`src/rtl/polar_pkg.sv`:
```
// Shared polar-code definitions: encoder state type, default code parameters
// and a popcount helper used for elaboration-time mask checks.
package polar_pkg;

  typedef enum logic [1:0] {
    ST_IDLE = 2'd0,
    ST_ENC  = 2'd1,
    ST_OUT  = 2'd2
  } polar_enc_state_t;

  localparam int unsigned POLAR_N_LOG2    = 3;
  localparam int unsigned POLAR_K         = 4;
  localparam logic [7:0]  POLAR_INFO_MASK = 8'hE8;

  function automatic int unsigned popcount(input logic [63:0] v);
    int unsigned c;
    c = 0;
    for (int i = 0; i < 64; i++) begin
      c += 32'(v[i]);
    end
    return c;
  endfunction

endpackage

```
`src/rtl/polar_butterfly_stage.sv`:
```
// One Arikan butterfly stage: x[i] ^= x[i + 2^s] for every i with bit s clear.
module polar_butterfly_stage
  import polar_pkg::*;
#(
  parameter int unsigned N_LOG2 = POLAR_N_LOG2
) (
  input  logic [(1 << N_LOG2)-1:0] x_in,
  input  logic [N_LOG2-1:0]        s,
  output logic [(1 << N_LOG2)-1:0] x_out
);

  localparam int unsigned N = 1 << N_LOG2;

  logic [N-1:0] stage_res [N_LOG2];

  // Every stage is built in parallel; the stage index only selects among them.
  for (genvar gs = 0; gs < N_LOG2; gs++) begin : g_stage
    for (genvar gi = 0; gi < N; gi++) begin : g_bit
      if (((gi >> gs) & 1) == 0) begin : g_upper
        assign stage_res[gs][gi] = x_in[gi] ^ x_in[gi + (1 << gs)];
      end else begin : g_lower
        assign stage_res[gs][gi] = x_in[gi];
      end
    end
  end

  always_comb begin
    x_out = x_in;
    for (int st = 0; st < N_LOG2; st++) begin
      if (s == N_LOG2'(st)) x_out = stage_res[st];
    end
  end

endmodule

```
`src/rtl/polar_encoder.sv`:
```
// Iterative polar encoder: maps a K-bit message onto the information positions
// of u, applies one butterfly stage per clock and offers the codeword on valid/ready.
module polar_encoder
  import polar_pkg::*;
#(
  parameter int unsigned                N_LOG2    = POLAR_N_LOG2,
  parameter int unsigned                K         = POLAR_K,
  parameter logic [(1 << N_LOG2)-1:0]   INFO_MASK = POLAR_INFO_MASK
) (
  input  logic                      clk,
  input  logic                      rst,
  input  logic                      msg_valid,
  output logic                      msg_ready,
  input  logic [K-1:0]              msg_data,
  output logic                      cw_valid,
  input  logic                      cw_ready,
  output logic [(1 << N_LOG2)-1:0]  cw_data,
  output logic                      busy
);

  localparam int unsigned N = 1 << N_LOG2;

  if (popcount(64'(INFO_MASK)) != K) begin : g_mask_check
    $error("polar_encoder: popcount(INFO_MASK) must equal K");
  end

  polar_enc_state_t  state, state_nxt;
  logic [N-1:0]      work;
  logic [N-1:0]      u_load;
  logic [N-1:0]      x_stage;
  logic [N_LOG2-1:0] cnt;
  logic              accept;

  // Information bit j lands on the j-th set bit of INFO_MASK (ascending index).
  for (genvar gi = 0; gi < N; gi++) begin : g_map
    if (INFO_MASK[gi]) begin : g_info
      localparam int unsigned RANK = popcount(64'(INFO_MASK) & ((64'd1 << gi) - 64'd1));
      assign u_load[gi] = msg_data[RANK];
    end else begin : g_frozen
      assign u_load[gi] = 1'b0;
    end
  end

  polar_butterfly_stage #(
    .N_LOG2 (N_LOG2)
  ) u_stage (
    .x_in  (work),
    .s     (cnt),
    .x_out (x_stage)
  );

  assign accept = (state == ST_IDLE) && msg_valid;

  always_ff @(posedge clk) begin
    if (rst) state <= ST_IDLE;
    else     state <= state_nxt;
  end

  always_comb begin
    state_nxt = state;
    unique case (state)
      ST_IDLE: if (msg_valid)                    state_nxt = ST_ENC;
      ST_ENC:  if (cnt == N_LOG2'(N_LOG2 - 1))   state_nxt = ST_OUT;
      ST_OUT:  if (cw_ready)                     state_nxt = ST_IDLE;
      default:                                   state_nxt = ST_IDLE;
    endcase
  end

  // Handshake flags are pure state decodes so neither port sees the other combinationally.
  always_comb begin
    msg_ready = 1'b0;
    cw_valid  = 1'b0;
    busy      = 1'b0;
    msg_ready = (state == ST_IDLE) && !rst;
    cw_valid  = (state == ST_OUT);
    busy      = (state != ST_IDLE);
  end

  always_ff @(posedge clk) begin
    if (rst) begin
      work <= '0;
      cnt  <= '0;
    end else if (accept) begin
      work <= u_load;
      cnt  <= '0;
    end else if (state == ST_ENC) begin
      work <= x_stage;
      cnt  <= cnt + N_LOG2'(1);
    end
  end

  assign cw_data = work;

endmodule
```
`config.mk`:
```
export PLATFORM = sky130hd
export DESIGN_NAME = polar_encoder
export DESIGN_NICKNAME = d
export VERILOG_FILES = /design/src/rtl/polar_pkg.sv /design/src/rtl/polar_butterfly_stage.sv /design/src/rtl/polar_encoder.sv
export SDC_FILE = /design/constraint.sdc
export NUM_CORES = 1
export LEC_CHECK = 0
export CORE_MARGIN = 4
export CORE_UTILIZATION = 51
export CTS_BUF_LIST = sky130_fd_sc_hd__clkbuf_16
export CTS_CLUSTER_SIZE = 12
export DETAILED_ROUTE_END_ITERATION = 16
export PLACE_DENSITY_LB_ADDON = 0.3
export SETUP_SLACK_MARGIN = 0.2
export SLEW_MARGIN = 20
export SYNTH_ARGS = -nofsm -noshare
export SYNTH_HDL_FRONTEND = slang
export SYNTH_SLANG_ARGS = --single-unit
```
`constraint.sdc`:
```
create_clock -name clk -period 3.2 [get_ports clk]
set_input_delay 0.96 -clock clk [delete_from_list [all_inputs] [get_ports clk]]
set_output_delay 0.96 -clock clk [all_outputs]
set_load 0.02 [all_outputs]
```
==> qor.json <==
{
  "synth": {
    "synth_seq_area_share": 0.3245,
    "syn-instance-count": 92,
    "cell_area_after_synthesis_um2": 802.0,
    "ys_seq_elements": 13,
    "post_synth_main_area_contributors": "dfxtp_1 32%, nand3b_1 6.6%, ha_1 6.2%, mux2i_1 5.0%, nor2_1 4.7%",
    "synth.distinct_cells": 36,
    "synth_area_leader_cell": "dfxtp_1",
    "synth-warning-count": 0,
    "synth_nets": 104,
    "synth.avg_cell_area_um2": 8.718,
    "synth_top_area_share": 0.3245
  },
  "floorplanning": {
    "ios": 19,
    "floorplan.die_area_mm2": 0.002271,
    "start_util": 0.5387,
    "dieHeight_um": 47.66,
    "floorplan.core_area_mm2": 0.001489,
    "fp-row-count": 14,
    "die_width_um": 47.66
  },
  "drt": {
    "num_vias": 700,
    "drt-vias-per-instance": 5.600,
    "route.final.wire_length_um": 1704,
    "drt_drc_violations_left": 0,
    "drtAntennaViolNets": 0,
    "drt_first_iter_violations": 16,
    "wl_per_cell_um": 13.63,
    "drt_first_pass_iters": 4
  },
  "min_path": {
    "worst_hold_path_type": "reg2reg"
  },
  "sta": {
    "setup_viol": 0,
    "final_max_slew_viol_count": 0,
    "hold_violations": 0,
    "tightest_slew_ns": 0.5227,
    "timing.final.ws_setup_ns": 0.3921,
    "finClkSkew_ns": 0.001248,
    "rsz0062_at_grt": "no",
    "finalSetupTns_ns": 0,
    "relSlewSlack": 0.6508,
    "finalCritPeriodShare": 0.8775,
    "max_freq_ghz": 0.3561,
    "finalWorstPathRequiredPeriod_ns": 2.808
  },
  "setup_path": {
    "worstSetupStartpointType": "input pin",
    "cp_top_family": "buffers and inverters",
    "timing_worst_setup_path_type": "in2out",
    "cp_cell_sequence": "clkdlybuf4s50_1 -> nor2_1 -> dlygate4sd2_1",
    "cp.arrival_ns": 1.85,
    "cp_slowest_cell": "clkdlybuf4s50_1",
    "worstSetupEndpointType": "primary output",
    "worst-path-max-fanout": 2,
    "buf_inv_on_cp": 2,
    "maximum_cell_stage_delay_along_the_critical_path_ns": 0.44,
    "crit_required_ns": 2.24
  },
  "pwr": {
    "fin_total_pwr_uw": 493.2,
    "leak_nw": 0.3860,
    "power.density_mw_per_mm2": 469.8,
    "vdd_ir_drop_max_v": 0.0003193
  },
  "cells_and_area": {
    "syn2layout_area_growth_pct": 30.89,
    "commonest_non_fill_non_tap_cell_in_the_layout": "clkdlybuf4s50_1",
    "fillCellCount": 109,
    "antenna-diode-count": 0,
    "fin_nets": 122,
    "multi_input_comb_area_um2": 489.2,
    "most-common-layout-cells": "17 x clkdlybuf4s50_1, 13 x dfxtp_1, 10 x nor2_1, 7 x nand3b_1, 6 x nand2_1",
    "layout-drive-gt1-share": 0.1009,
    "final-seq-area_um2": 260.3
  },
  "cts": {
    "cts_tree": "done",
    "cts_num_sinks": 13,
    "post_cts_buffers": 0,
    "worst_skew_pair_latency_ns": 0.24,
    "cts_buffers": 3,
    "cts_clk_pin_slew_worst_paths_ns": 0.04,
    "htree_num_levels": 1,
    "ctsLongestPathBuffers": 2,
    "cts.root.buffer_cell": "clkbuf_16"
  },
  "placed_design": {
    "hpwl_um": 1172,
    "port_buffers": 18,
    "detailedPlace.worstSlack_ns": 0.1072,
    "gpl_wtd_cong": 0.7535
  },
  "global_route": {
    "grt_start_max_net_pins": 14,
    "antenna_violations_before_repair": 0,
    "number_of_global_route_vias_before_repair": 711,
    "grt.total_usage": 0.1837,
    "grt_pass1_wl_um": 2973,
    "grt_remaining_overflow": 0
  },
  "outcome": {
    "run_status": "completed"
  },
  "flow_run": {
    "max_cap_viol_count": 0
  }
}
power breakdown:
part | total (mW) | switching (mW) | internal, mW
Combinational | 0.0831 | 0.0401 | 0.0431
Sequential | 0.183 | 0.0118 | 0.171
Clock | 0.227 | 0.0632 | 0.164
metrics by stage:
step                hold slack, ns    util  instance area, µm²  std cells
detailed placement          0.4972  0.6529               972.2        121
global placement            0.4843  0.6529               972.2        121
finish                      0.5087  0.7050                1050        125
floorplan                   0.5111       -               802.0         92
CTS                         0.5093  0.7050                1050        125
global route                0.5433  0.7050                1050        125
tightest hold or removal path, stage by stage, from the launching register on:
cell and delay, ns:
dfxtp_1 0.31, nand3b_1 0.08, mux2i_1 0.06
path summary, 6_finish.rpt:
kind         slack [ns]  cells after the start       start         end
max reg2reg        1.51                      3    state[0]  cw_data[5]
max                0.39                      3         rst   msg_ready
min reg2reg        0.51                      2  cw_data[0]  cw_data[0]
min                0.51                      2  cw_data[0]  cw_data[0]
layout make-up:
class / instances / share of cell area
clock buffer: 3 / 0.07151
clock inverter: 1 / 0.003576
inverter: 4 / 0.01430
multi-input combinational: 69 / 0.4660
sequential: 13 / 0.2479
tap: 16 / 0.01907
timing repair buffer: 19 / 0.1776
registers in the layout, indices dropped and copies added, names as in the netlist:
signal / count
cw_data: 8
state: 2
cnt: 3
Yosys cell counts:
library cell,number
a211oi_1,3
a21oi_1,3
a221oi_1,1
a311oi_1,2
a31o_2,1
a31oi_1,1
and2b_1,1
and3b_1,1
and4bb_2,1
buf_6,2
clkbuf_1,4
dfxtp_1,13
ha_1,4
inv_1,4
mux2_2,1
mux2i_1,4
nand2_1,6
nand2b_1,1
nand3b_1,7
nand4_1,1
nor2_1,10
nor2b_1,1
nor3_1,2
nor3b_1,1
nor4_1,1
o21ai_0,1
o21ba_2,1
o21bai_1,2
o31ai_1,1
or2_2,1
or3_1,3
or3b_2,1
or3b_4,1
or4_1,1
xnor2_1,1
xor2_1,3
cells by family after synthesis:
| family | synth area share |
|---|---|
| compound gates | 0.1451 |
| xor+xnor | 0.04369 |
| fa+ha+maj | 0.06240 |
| buf+inv | 0.06551 |
| flops | 0.3245 |
| mux | 0.06396 |
| simple gates | 0.2949 |
routing by layer:
metal  vias up  share of wire  GRT usage
met5         -              0          0
met2        16           0.46     0.2834
met1       321           0.48     0.2377
li1        361              -          -
met4         0         0.0070    0.09140
met3         2          0.055    0.04511
repair_timing:
| action | in CTS | in global routing |
|---|---|---|
| hold buffers | 0 | 0 |
| gates resized for setup | 1 | 0 |
| endpoints found under the setup margin | 1 | 0 |
Power figures use the tool's default switching activity.
